<file path="src/rtl/disp_pkg.sv">
// Shared constants for the 7-segment display controller: segment bit
// positions, the all-off pattern and the active-high hex glyph table.
package disp_pkg;

  localparam int SEG_A = 0;
  localparam int SEG_B = 1;
  localparam int SEG_C = 2;
  localparam int SEG_D = 3;
  localparam int SEG_E = 4;
  localparam int SEG_F = 5;
  localparam int SEG_G = 6;

  typedef logic [6:0] seg_t;

  localparam seg_t SEG_OFF = 7'b0000000;

  // Patterns are {G,F,E,D,C,B,A}, indexed by nibble value
  localparam seg_t HEX_SEG [16] = '{
    7'b0111111, 7'b0000110, 7'b1011011, 7'b1001111,
    7'b1100110, 7'b1101101, 7'b1111101, 7'b0000111,
    7'b1111111, 7'b1101111, 7'b1110111, 7'b1111100,
    7'b0111001, 7'b1011110, 7'b1111001, 7'b1110001
  };

endpackage

</file>
<file path="src/rtl/disp_mux_ctrl_if.sv">
// Datapath-side bus of the display controller: data/control in, pins and status out.
// DISP_BLINK_EN adds the per-digit blink_mask input.
interface disp_mux_ctrl_if #(
  parameter int NUM_DIGITS = 4
);
  import disp_pkg::*;

  logic [4*NUM_DIGITS-1:0] data;
  logic [NUM_DIGITS-1:0]   dp;
  logic                    load;
  logic                    blank_lz;
  logic [2:0]              bright;
`ifdef DISP_BLINK_EN
  logic [NUM_DIGITS-1:0]   blink_mask;
`endif
  seg_t                    seg;
  logic                    dp_out;
  logic [NUM_DIGITS-1:0]   an;
  logic                    frame_tick;
  logic                    pending;

`ifdef DISP_BLINK_EN
  modport master (output data, dp, load, blank_lz, bright, blink_mask,
                  input seg, dp_out, an, frame_tick, pending);
  modport slave  (input data, dp, load, blank_lz, bright, blink_mask,
                  output seg, dp_out, an, frame_tick, pending);
`else
  modport master (output data, dp, load, blank_lz, bright,
                  input seg, dp_out, an, frame_tick, pending);
  modport slave  (input data, dp, load, blank_lz, bright,
                  output seg, dp_out, an, frame_tick, pending);
`endif

endinterface

</file>
<file path="src/rtl/seg7_hex_decoder.sv">
// Combinational hex nibble to active-high 7-segment pattern.
module seg7_hex_decoder
  import disp_pkg::*;
(
  input  logic [3:0] nibble,
  output seg_t       pattern
);

  assign pattern = HEX_SEG[nibble];

endmodule

</file>
<file path="src/rtl/disp_mux_ctrl.sv">
// Time-multiplexed 7-segment controller with frame-synchronous double buffering,
// leading-zero blanking and PWM dimming. DISP_BLINK_EN enables per-digit blinking.
module disp_mux_ctrl
  import disp_pkg::*;
#(
  parameter int NUM_DIGITS       = 4,
  parameter int DIVIDER          = 100000,
  parameter int ANODE_ACTIVE_LOW = 1,
  parameter int SEG_ACTIVE_LOW   = 0
`ifdef DISP_BLINK_EN
  ,
  parameter int BLINK_FRAMES     = 64
`endif
) (
  input  logic            clk,
  input  logic            rst,
  disp_mux_ctrl_if.slave  bus
);

  localparam int CW = (DIVIDER > 1) ? $clog2(DIVIDER) : 1;
  localparam int SW = (NUM_DIGITS > 1) ? $clog2(NUM_DIGITS) : 1;
  localparam logic [CW-1:0]         CNT_MAX  = CW'(DIVIDER - 1);
  localparam logic [SW-1:0]         SEL_MAX  = SW'(NUM_DIGITS - 1);
  localparam logic [NUM_DIGITS-1:0] AN_OFF   = (ANODE_ACTIVE_LOW != 0) ? '1 : '0;
  localparam seg_t                  SEG_DARK = (SEG_ACTIVE_LOW != 0) ? ~SEG_OFF : SEG_OFF;
  localparam logic                  DP_DARK  = (SEG_ACTIVE_LOW != 0);

  logic [CW-1:0]           count;
  logic [SW-1:0]           sel;
  logic [4*NUM_DIGITS-1:0] stage_data, act_data;
  logic [NUM_DIGITS-1:0]   stage_dp, act_dp;
  logic                    pending_q;
  logic                    frame_end;
  logic [NUM_DIGITS-1:0]   lz_blank;
  logic                    lz_lead;
  logic [31:0]             duty;
  logic                    digit_on;
  logic                    blink_off;
  logic [3:0]              nibble;
  seg_t                    pattern;
  seg_t                    seg_q;
  logic                    dp_q;
  logic [NUM_DIGITS-1:0]   an_q;

  assign frame_end = (count == CNT_MAX) && (sel == SEL_MAX);

  always_ff @(posedge clk) begin
    if (rst) begin
      count <= '0;
      sel   <= '0;
    end else if (count == CNT_MAX) begin
      count <= '0;
      sel   <= (sel == SEL_MAX) ? '0 : sel + 1'b1;
    end else begin
      count <= count + 1'b1;
    end
  end

  // A load in the commit cycle lands in staging after the old contents move to active
  always_ff @(posedge clk) begin
    if (rst) begin
      stage_data <= '0;
      stage_dp   <= '0;
      act_data   <= '0;
      act_dp     <= '0;
      pending_q  <= 1'b0;
    end else begin
      if (frame_end && pending_q) begin
        act_data  <= stage_data;
        act_dp    <= stage_dp;
        pending_q <= 1'b0;
      end
      if (bus.load) begin
        stage_data <= bus.data;
        stage_dp   <= bus.dp;
        pending_q  <= 1'b1;
      end
    end
  end

  always_comb begin
    lz_lead  = 1'b1;
    lz_blank = '0;
    for (int i = NUM_DIGITS - 1; i >= 0; i--) begin
      lz_lead     = lz_lead && (act_data[4*i +: 4] == 4'h0) && !act_dp[i];
      lz_blank[i] = bus.blank_lz && lz_lead && (i != 0);
    end
  end

`ifdef DISP_BLINK_EN
  logic [31:0] frame_cnt;
  logic        blink_phase;

  always_ff @(posedge clk) begin
    if (rst) begin
      frame_cnt   <= '0;
      blink_phase <= 1'b0;
    end else if (frame_end) begin
      if (frame_cnt == 32'(BLINK_FRAMES - 1)) begin
        frame_cnt   <= '0;
        blink_phase <= ~blink_phase;
      end else begin
        frame_cnt <= frame_cnt + 32'd1;
      end
    end
  end

  assign blink_off = blink_phase && bus.blink_mask[sel];
`else
  assign blink_off = 1'b0;
`endif

  assign duty     = (32'(bus.bright) + 32'd1) * 32'(DIVIDER / 8);
  assign nibble   = act_data[4*sel +: 4];
  assign digit_on = (32'(count) < duty) && !lz_blank[sel] && !blink_off;

  seg7_hex_decoder u_dec (
    .nibble  (nibble),
    .pattern (pattern)
  );

  // XOR against the dark constants applies pin polarity in one place
  always_ff @(posedge clk) begin
    if (rst || !digit_on) begin
      an_q  <= AN_OFF;
      seg_q <= SEG_DARK;
      dp_q  <= DP_DARK;
    end else begin
      an_q  <= AN_OFF ^ (NUM_DIGITS'(1) << sel);
      seg_q <= pattern ^ SEG_DARK;
      dp_q  <= act_dp[sel] ^ DP_DARK;
    end
  end

  assign bus.seg        = seg_q;
  assign bus.dp_out     = dp_q;
  assign bus.an         = an_q;
  assign bus.frame_tick = frame_end;
  assign bus.pending    = pending_q;

endmodule
</file>
<file path="src/flat_wrapper.sv">
// flat-port wrapper written by rule: the top's interface ports become plain ports
module disp_mux_ctrl_flat import disp_pkg::*;
#(
  parameter int NUM_DIGITS       = 4,
  parameter int DIVIDER          = 100000,
  parameter int ANODE_ACTIVE_LOW = 1,
  parameter int SEG_ACTIVE_LOW   = 0

)
  (clk, rst, bus_data, bus_dp, bus_load, bus_blank_lz, bus_bright, bus_seg, bus_dp_out, bus_an, bus_frame_tick, bus_pending);
  disp_mux_ctrl_if #(.NUM_DIGITS(NUM_DIGITS)) bus_i ();
  input  logic clk;
  input  logic rst;
  input wire logic [$bits(bus_i.data)-1:0] bus_data;
  input wire logic [$bits(bus_i.dp)-1:0] bus_dp;
  input wire logic [$bits(bus_i.load)-1:0] bus_load;
  input wire logic [$bits(bus_i.blank_lz)-1:0] bus_blank_lz;
  input wire logic [$bits(bus_i.bright)-1:0] bus_bright;
  output wire logic [$bits(bus_i.seg)-1:0] bus_seg;
  output wire logic [$bits(bus_i.dp_out)-1:0] bus_dp_out;
  output wire logic [$bits(bus_i.an)-1:0] bus_an;
  output wire logic [$bits(bus_i.frame_tick)-1:0] bus_frame_tick;
  output wire logic [$bits(bus_i.pending)-1:0] bus_pending;
  assign bus_i.data = bus_data;
  assign bus_i.dp = bus_dp;
  assign bus_i.load = bus_load;
  assign bus_i.blank_lz = bus_blank_lz;
  assign bus_i.bright = bus_bright;
  assign bus_seg = bus_i.seg;
  assign bus_dp_out = bus_i.dp_out;
  assign bus_an = bus_i.an;
  assign bus_frame_tick = bus_i.frame_tick;
  assign bus_pending = bus_i.pending;
  disp_mux_ctrl #(.NUM_DIGITS(NUM_DIGITS), .DIVIDER(DIVIDER), .ANODE_ACTIVE_LOW(ANODE_ACTIVE_LOW), .SEG_ACTIVE_LOW(SEG_ACTIVE_LOW)) u_core (.clk(clk), .rst(rst), .bus(bus_i));
endmodule
</file>
<file path="config.mk">
export PLATFORM = sky130hd
export DESIGN_NAME = disp_mux_ctrl_flat
export DESIGN_NICKNAME = d
export VERILOG_FILES = /design/src/rtl/disp_pkg.sv /design/src/rtl/disp_mux_ctrl_if.sv /design/src/rtl/seg7_hex_decoder.sv /design/src/rtl/disp_mux_ctrl.sv /design/src/flat_wrapper.sv
export SDC_FILE = /design/constraint.sdc
export NUM_CORES = 1
export LEC_CHECK = 0
export BUFFER_PORTS_ARGS = -buffer_cell sky130_fd_sc_hd__buf_2
export CAP_MARGIN = 20
export CELL_PAD_IN_SITES_DETAIL_PLACEMENT = 2
export CELL_PAD_IN_SITES_GLOBAL_PLACEMENT = 2
export CORE_MARGIN = 2
export CORE_UTILIZATION = 36
export CTS_CLUSTER_SIZE = 24
export DETAILED_ROUTE_END_ITERATION = 7
export GPL_TIMING_DRIVEN = 0
export PLACE_DENSITY_LB_ADDON = 0.1
export SLEW_MARGIN = 30
export SYNTH_ARGS = -nofsm -noshare
export SYNTH_HDL_FRONTEND = slang
export SYNTH_SLANG_ARGS = --single-unit
</file>
<file path="constraint.sdc">
create_clock -name clk -period 5.15 [get_ports clk]
set_input_delay 0.2575 -clock clk [delete_from_list [all_inputs] [get_ports clk]]
set_output_delay 0.2575 -clock clk [all_outputs]
set_load 0.05 [all_outputs]
</file>
### After elaboration in Yosys (flattened, before gate mapping)

Memories as Yosys holds them, arrays and structs flattened. A register that Yosys moved wholly into a read port is not among the register bits.
Index checks and enable logic that the tools add are counted.

* register bits after elaboration: 65
* word-level logic and storage cells: 51
* ROM bits: 112
* latch bits: 0
* bits of input ports: 27
* memories kept: 1
* bits in writable memories: 0

Memory list
* (no name shown): depth 16, bits a word 7, rd ports 1, clocked after Yosys merged registers in 1, write ports 0, line seg7_hex_decoder.sv:9 `assign pattern = HEX_SEG[nibble];`

* multiplexer cells: 7
* $lt $le $gt $ge: 2
* bitwise logic cells: 2
* eq/ne operators: 2
* multiply operators: 1
* reductions and logical operators: 22
* shift operators: 2
* divide/modulo/power cells: 0
* $add $sub $neg: 3

Operators with widths (count)
* $lt 17x32->1: 1
* $mul 32x12->30 const B: 1
* $add 17x1->17 const B: 1
* $eq 17x17->1 const B: 1
* $shiftx 16x5->4: 1
* $logic_not 4->1: 3
* $logic_and 1x1->1: 11
* $logic_not 1->1: 5
* $not 4->5: 1
* $add 3x1->4 const B: 1
* $bmux 1 s2: 2
* $mux 1: 4
* $not 4->4: 1
* $shl 1x2->4 const A: 1
* $lt 2x3->1 const B: 1
* $add 2x1->2 const B: 1
* $eq 2x2->1 const B: 1
* $mux 2: 1
* $reduce_bool 2->1: 1
* $reduce_or 2->1: 1
* $logic_or 1x1->1: 1

### Logic depth before layout (Yosys ltp)

Gate-level depths: netlist (run 1).

* depth after elaboration: 13
* mapped depth: 19
* gate-level depth less buffers: 18

### Modules after synthesis

Synthesis (run 1) repeated with hierarchy kept, for this count alone.

* cell total of the unflattened synthesis: 432
* area total of the unflattened synthesis: 4070.2 µm²

By module, submodules not included
* disp_mux_ctrl: area an instance 3782.4 µm², instances 1, cells an instance 399, sequential area each 1441.4 µm²
* seg7_hex_decoder: area an instance 287.8 µm², instances 1, cells an instance 33, sequential area each 0.0 µm²

### Worst setup path before layout (run 1)

Ideal clock, no wire load.

* path kind: input -> register
* start point: input bus_bright[0]
* end point: register u_core.seg_q[5], in the netlist u_core.bus.seg[5]
* cell stages on the path: 18
* required time: 5.016 ns
* slack: 0.711 ns
* buffers on the path: 0
* data arrival time: 4.305 ns
* path through: ha_1 -> xnor2_2 -> inv_1 -> ha_1 -> ha_1 -> ha_1 -> a31oi_1 -> o21ai_1 -> a21oi_1 -> o41ai_1 -> xnor2_1 -> ha_1 -> nand3_1 -> a2111oi_0 -> o21ai_0 -> a2111o_1 -> o21ai_4 -> a221oi_1

* longest elaborated chain between the ends: 6

RTL lines
* from (decl): line flat_wrapper.sv:18 `input wire logic [$bits(bus_i.bright)-1:0] bus_bright;`
* $add 3x1->4: line disp_mux_ctrl.sv:113 `assign duty = (32'(bus.bright) + 32'd1) * 32'(DIVIDER / 8);`
* $mul 32x12->30: line disp_mux_ctrl.sv:113
* $lt 17x32->1: line disp_mux_ctrl.sv:115 `assign digit_on = (32'(count) < duty) && !lz_blank[sel] && !blink_off;`
* $logic_and 1x1->1: line disp_mux_ctrl.sv:115
* $logic_not 1->1: line disp_mux_ctrl.sv:124 `if (rst || !digit_on) begin`
* $logic_or 1x1->1: line disp_mux_ctrl.sv:124
* to (decl): line disp_mux_ctrl.sv:41 `seg_t seg_q;`

Every way passes these cells.
A chain may end at the register's enable or synchronous reset.

### Worst setup path in the final report (run 1)

* start point: input bus_bright[0]
* end point: register u_core.seg_q[6], in the netlist u_core.bus.seg[6]

The elaborated chain is that of the path after synthesis.

==> impl_results.md, run 1 <==
- Min Tclk post-route: 4.737 ns
- Root buf cell: clkbuf_8
- Setup WS post-layout: 0.4127 ns
- Post-CTS Setup Inserts: 0
- Max Root-Sink Buffers: 2
- TritonCTS Sinks: 72
- ANT cells: 0
- # IOs: just over 40
- WL met1: 5135 um
- Multi-input logic area: 0.002273 mm^2
- NumNets Final: 549
- Clk_lat worst skew: 0.36 ns
- Congestion Overflow GR: 0
- First-pass GRT wire length: 17900 um
- TritonCTS Buffers: 9
- Post_cts resized: 0
- Worst-margin pin slew: 0.7977 ns
- Unrepaired setup endpoints after global routing: no
- Worst r2r dst: u_core.bus.seg[6]
- Post-synthesis instance area: 0.003855 mm^2
- Clock H-tree levels: 3
- Initial DRC Count: 125
- Top FF cell, synth: dfxtp_1
- Crit Path Class: input pin to register
- Vias per Instance: 5.290
- Wire length per cell: 17.11 um
- Place WS: -0.1581 ns
- Synth area leaders: dfxtp_1 37%, ha_1 14%, nand2_1 5.7%, mux2i_1 5.2%, nor2_1 4.9%
- Fin crit share: 91.99%
- Critical Path RT: 5.39 ns
- R2r setup slk: ~2.8 ns
- Worst Setup SP: bus_bright[0]
- Leakage dissipation: 1.816 nW
- Post-synth cell types: 48
- Die Y-Extent: 107.5 um
- Status: complete, no violations
- Rows: 37
- Number of synthesized flops with an enable pin: 0
- Synth warn: 0
- Final WL: 10630 um
- Mapped Cells: 431
- Initial antenna violation count: 0
- Met3 routed WL: between 300 and 400 um
- Die Area: 0.01155 mm^2
- Cells on worst reg2reg path: 7
- Fillers: 1181
- Post-synth top area cell: dfxtp_1
- Area fraction of the dominant cell type after synthesis: 37.39%
- R2r startpoint: u_core.count[11]
- Hold Vio Cnt, Final: 0
- P&R area growth vs syn: 15.32%
- FF+latch area: 0.001441 mm^2
- Crit end category: register
- GPL Wtd Cong: around 0.84
- Final setup viols: 0
- Max_cap viols: 0
- # DRC: 0
- DR pass1 iterations: 4
- Slew HR: around 47%
- Hold Buf Count CTS: 0
- Critical path capture point: u_core.bus.seg[6]
- Worst-path fanout max: 9
- Hold_ws: between 0.1 and 0.15 ns
- CTS tree: done
- Via count: between 3000 and 4000
- GR Util All Layers: 20.23%
- Uppermost layer routed: met4
- Worst hold path class: input pin to register
- CP arrival: ~5.0 ns
- Met2 Routed Length: 4885 um
- Antenna viol nets, final: 0
- Hpwl dp: 8293 um
- Vias in the first global route: 3513
- Layout cells sized above 1: 15.05%
- Setup Skew: 0.01122 ns
- Syn_area_per_cell: 8.944 um^2
- Peak supply drop: about 0.14 mV
- Syn_nets: 500
- Startpoint Class: input pin
- Fmax: 211.1 MHz
- Seq/Total Area, Yosys: between 30% and 40%
- Placeable core region: 0.01037 mm^2
- Die Width: 107.5 um
- PortBufs: 38
- Post-synth ARST share: 0%
- Worst-path clk slew: about 0.080 ns
- Flops & latches, synth: 72
- Initial Util: 37.17%
- Pwr Density: between 200 and 300 mW/mm^2
- Final Core Density: 42.87%
- Slew Limit Fails: 0
- Largest net degree at the start of global routing: 13
-- worst min path at each step --
stage / cells past startpoint / end / from / slack (ns)
after floorplan: 2 / u_core.stage_data[0] / bus_data[0] / 0.40
after global placement: 1 / u_core.count[0] / u_core.count[0] / 0.43
final: 3 / u_core.stage_dp[3] / bus_dp[3] / 0.13
after global routing: 3 / u_core.stage_dp[3] / bus_dp[3] / 0.13
after CTS: 3 / u_core.stage_dp[3] / bus_dp[3] / 0.12
after detailed placement: 1 / u_core.count[0] / u_core.count[0] / 0.44
-- cells by family (layout without fill, tap and decap cells) --
| family | count (synthesis) | in the layout | synth area share [%] |
|---|---|---|---|
| buffers and inverters | 38 | 92 | 4.090 |
| DFF | 72 | 72 | 37.39 |
| muxes | 25 | 25 | 8.114 |
| and+or+nand+nor | 156 | 156 | 18.53 |
| adders and majority gates | 42 | 42 | 13.63 |
| AOI/OAI and AO/OA | 75 | 75 | 12.63 |
| xor gates and xnor gates | 23 | 23 | 5.615 |
-- state kept, by name, indices dropped and copies added, names as in the netlist --
name and cells:
u_core.act_data 16, u_core.sel 2, u_core.act_dp 4, u_core.stage_data 16, u_core.bus.dp_out 1, u_core.stage_dp 4
u_core.bus.pending 1, u_core.count 17, u_core.bus.seg 7, u_core.bus.an 4
-- critical path: stages --
cell and delay (ns):
buf_2 0.13, ha_1 0.26, xnor2_4 0.24, inv_1 0.10, ha_1 0.30, ha_1 0.39, ha_1 0.39, a31oi_2 0.30
o21ai_1 0.15, a21oi_1 0.30, o41ai_1 0.12, xnor2_1 0.16, ha_1 0.33, nand3_1 0.11, a2111oi_0 0.31, o21ai_0 0.18
a2111o_1 0.53, o21ai_4 0.30, a221oi_1 0.10
-- synthesized netlist by cell type, types with 2 or more instances --
library cell / n
inv_1: 21
nor3_1: 6
nand4_1: 4
xnor2_1: 14
o211ai_1: 5
nor4b_1: 2
ha_1: 42
a41oi_1: 2
clkbuf_1: 9
or3_1: 3
nor2b_1: 4
nand2b_1: 4
nor2_1: 50
o21ai_0: 15
dfxtp_1: 72
nand3_1: 8
a221oi_2: 2
mux4_2: 5
buf_2: 3
xor2_1: 7
a31oi_1: 3
buf_4: 3
buf_1: 2
nor4_1: 3
and3_1: 5
a221oi_1: 3
nand2_1: 59
a21oi_1: 35
mux2i_1: 20
xnor2_2: 2
-- metal layers --
metal	up-vias	track usage [%]
met1	1604	27.20
met3	23	3.390
li1	1601	-
met4	0	9.158
met2	57	31.72
met5	-	0
-- cells in the final DEF, fill, tap and decap left out, drive strengths merged, types with 7 or more instances in the layout --
cell    netlist  final
inv          21     21
dfxtp        72     72
buf           8     46
ha           42     42
a21oi        35     35
nand3         8      8
nand2        59     59
nor3          7      7
o21ai        17     17
mux2i        20     20
xnor2        16     16
clkbuf        9     20
nor2         50     50
xor2          7      7
-- where the power goes --
part / switching [W] / internal [W]
registers: 0.00000838 / 0.000571
clock network: 0.000221 / 0.000273
logic: 0.000108 / 0.0000714
total: 0.000338 / 0.000916
-- through the flow --
step	cells	total power [W]	setup TNS [ns]	instance area, um^2
2_1_floorplan	431	0.0007155	0	3855
3_3_place_gp	605	0.0007563	0	4215
3_5_place_dp	605	0.0007682	-1.237	4215
4_1_cts	621	0.001270	0	4428
5_1_grt	621	0.001319	0	4446
6_report	621	0.001253	0	4446
-- final cells by class --
cell class                      count  area share [%]
Tap cell                          136           3.828
Multi-Input combinational cell    321           51.14
Buffer                             17           1.773
Inverter                           21           1.773
Timing Repair Buffer               38           4.278
Sequential cell                    72           32.42
Clock inverter                      5           1.829
Clock buffer                       11           2.955
No activity file was read; power rests on OpenSTA's default activity.
==> run 2: changes to the inputs <==
--- a/config.mk
+++ b/config.mk
@@ -9,8 +9,7 @@
 export CAP_MARGIN = 20
 export CELL_PAD_IN_SITES_DETAIL_PLACEMENT = 2
 export CELL_PAD_IN_SITES_GLOBAL_PLACEMENT = 2
-export CORE_MARGIN = 2
-export CORE_UTILIZATION = 36
+export CORE_UTILIZATION = 33
 export CTS_CLUSTER_SIZE = 24
 export DETAILED_ROUTE_END_ITERATION = 7
 export GPL_TIMING_DRIVEN = 0
==> constraint.sdc (replaced) <==
create_clock -name clk -period 4.1 [get_ports clk]
set_input_delay 0.205 -clock clk [delete_from_list [all_inputs] [get_ports clk]]
set_output_delay 0.205 -clock clk [all_outputs]
set_load 0.05 [all_outputs]
==> impl_results.md, run 2 (synthesis gave the netlist of run 1 again) <==
- Fillers: 1260 (was 1181)
- Setup Skew: 0.008305 ns (was 0.01122 ns)
- GPL Wtd Cong: 0.7464 (was 0.8366)
- TritonCTS Buffers: 9 (unchanged)
- CP arrival: 4.24 ns (was 4.98 ns)
- Clock H-tree levels: 3 (unchanged)
- PortBufs: 38 (unchanged)
- Clk_lat worst skew: 0.35 ns (was 0.36 ns)
- Final WL: 11280 um (was 10630 um)
- Setup WS post-layout: 0.08528 ns (was 0.4127 ns)
- GR Util All Layers: 20.14% (was 20.23%)
- Leakage dissipation: 1.935 nW (was 1.816 nW)
- Root buf cell: clkbuf_16 (was clkbuf_8)
- Most frequent cells in the layout: 72 x dfxtp_1, 59 x nand2_1, 50 x nor2_1 (unchanged)
- Largest net degree at the start of global routing: 13 (unchanged)
- Dpl cells: 612 (was 605)
- Initial Util: 33.76% (was 37.17%)
- FF+latch area: 0.001441 mm^2 (unchanged)
- Worst-path fanout max: 6 (was 9)
- Crit path largest cell delay: 0.37 ns (was 0.53 ns)
- Fmax: about 250 MHz
- Worst-margin pin slew: 0.8590 ns (was 0.7977 ns)
- Hold Vio Cnt, Final: 0 (unchanged)
- Via count: 3297 (was 3285)
- Cell Count, Final, Fillers Out: 643 (was 621)
- Initial antenna violation count: 0 (unchanged)
- Slew HR: 42.46% (was 46.82%)
- Multi-input logic area: 0.002465 mm^2 (was 0.002273 mm^2)
- Critical Path RT: 4.33 ns (was 5.39 ns)
- Worst path cell trace: clkbuf_4, buf_6, inv_4, ha_4, ha_2, ha_4, ha_4, a21oi_4, o21ai_2, a21oi_2, o41ai_2, xnor2_1, ha_1, buf_4, a41oi_1, o21ai_1, a22oi_1, a2111o_1, o21ai_4, or2_1 (was buf_2, ha_1, xnor2_4, inv_1, ha_1, ha_1, ha_1, a31oi_2, o21ai_1, a21oi_1, o41ai_1, xnor2_1, ha_1, nand3_1, a2111oi_0, o21ai_0, a2111o_1, o21ai_4, a221oi_1)
- Crit Path Class: input pin to register (unchanged)
- Status: complete, no violations (unchanged)
- R2r startpoint: u_core.count[15] (was u_core.count[11])
- ANT cells: 0 (unchanged)
- Worst Setup SP: bus_bright[0] (unchanged)
- Rows: 39 (was 37)
- TritonCTS Sinks: 72 (unchanged)
- DR pass1 iterations: 4 (unchanged)
- Worst-path clk slew: 0.05 ns (was 0.08 ns)
- CTS tree: done (unchanged)
- Placeable core region: 0.01142 mm^2 (was 0.01037 mm^2)
- First-pass GRT wire length: 17840 um (was 17900 um)
- Max Root-Sink Buffers: 2 (unchanged)
- Max_cap viols: 0 (unchanged)
- Fin crit share: 97.92%
- Crit end category: register (unchanged)
- Most frequent CP cell: ha_4 (was ha_1)
- Regs by FF count: u_core.count x17, u_core.act_data x16, u_core.stage_data x16 (unchanged)
- Setup TNS: 0 ns (unchanged)
- Initial DRC Count: 109 (was 125)
- Area after DPL: 0.004275 mm^2 (was 0.004215 mm^2)
- Largest reg by FF count: u_core.count (unchanged)
- Worst Path Buf+Inv: 4 (was 2)
- Startpoint Class: input pin (unchanged)
- Peak supply drop: 0.2741 mV (was 0.1392 mV)
- Worst r2r dst: u_core.bus.an[3] (was u_core.bus.seg[6])
- Worst hold path class: input pin to register (unchanged)
- Congestion Overflow GR: 0 (unchanged)
- # IOs: 41 (unchanged)
- Vias in the first global route: 3498 (was 3513)
- P&R area growth vs syn: 24.83% (was 15.32%)
- Max reg flops: 17 (unchanged)
- Leading cell type in the layout, fill and taps excluded: dfxtp_1 (unchanged)
- Cells on Worst Hold Path: 3 (unchanged)
- Layout cells sized above 1: 21.60% (was 15.05%)
- Slew Limit Fails: 0 (unchanged)
- R2r setup slk: 1.78 ns (was 2.76 ns)
- Delay-heaviest family, CP: compound AO/OA/AOI/OAI gates (unchanged)
- Pwr Density: 361.3 mW/mm^2 (was 281.9 mW/mm^2)
- Min-Delay Startpoint: bus_data[8] (was bus_dp[3])
- Antenna viol nets, final: 0 (unchanged)
- Hpwl dp: 8239 um (was 8293 um)
- Cells on worst reg2reg path: 8 (was 7)
- Vias per Instance: 5.128 (was 5.290)
- Worst Hold Endpoint: u_core.stage_data[8] (was u_core.stage_dp[3])
- Die Y-Extent: 110.1 um (was 107.5 um)
- Place WS: -0.8695 ns (was -0.1581 ns)
- Final setup viols: 0 (unchanged)
- Slowest library cell on the worst path: ha_2 (was a2111o_1)
- NumNets Final: 564 (was 549)
- Wire length per cell: 17.55 um (was 17.11 um)
- Tot Pwr: 0.001739 W (was 0.001253 W)
- # DRC: 0 (unchanged)
- Design Area, Final: 0.004812 mm^2 (was 0.004446 mm^2)
- Die Area: 0.01212 mm^2 (was 0.01155 mm^2)
- Die Width: 110.1 um (was 107.5 um)
- Min Tclk post-route: 4.015 ns
==> run 2: area by class of cell <==
cell class	count	share of cell area, %
multi-input combinational	322	51.22
sequential	72	29.95
timing repair buffer	52	6.188
clock buffer	11	4.836
tap	143	3.718
buffer	17	1.716
inverter	21	1.690
clock inverter	5	0.6760
==> run 2: worst min-delay path: stages <==
cell     delay, ns
buf_2         0.07
mux2i_1       0.05
nor2_1        0.07
==> run 2: through the flow <==
step,hold slack [ns],util (%)
3_3_place_gp,0.4297,37.44
2_1_floorplan,0.3522,-
5_1_grt,0.1083,42.14
6_report,0.09604,42.14
3_5_place_dp,0.4481,37.44
4_1_cts,0.08020,40.91
==> run 2: timing repair <==
action / 4_1_cts / 5_1_grt
gates resized for setup: 14 / 14
endpoints found under the setup margin: 12 / 12
pin swaps: 11 / 15
gates cloned: 1 / 0
buffers inserted: 6 / 8
hold buffers: 0 / 0
==> run 2: layer usage <==
| layer | global-route usage [%] | part of all wire (%) | up-vias |
|---|---|---|---|
| li1 | - | - | 1634 |
| met1 | 26.08 | 48 | 1614 |
| met2 | 32.46 | 48 | 35 |
| met3 | 4.586 | 2.6 | 14 |
| met4 | 7.714 | 1.5 | 0 |
| met5 | 0 | 0 | - |
==> run 2: worst max-delay path by stage <==
stage | to | depth (start not counted)
6_report | u_core.bus.an[3] | 20
5_1_grt | u_core.bus.an[2] | 19
4_1_cts | u_core.bus.seg[5] | 19
3_5_place_dp | u_core.bus.seg[3] | 19
3_3_place_gp | u_core.bus.seg[5] | 19
2_1_floorplan | u_core.bus.seg[5] | 18
==> run 2: report_power, final <==
part           switching (W)  total, W  internal, W  leakage, nW
clock               0.000306  0.000716     0.000409        0.134
sequential         0.0000107  0.000729     0.000719        0.588
combinational       0.000161  0.000294     0.000133         1.21
total               0.000478   0.00174      0.00126         1.94
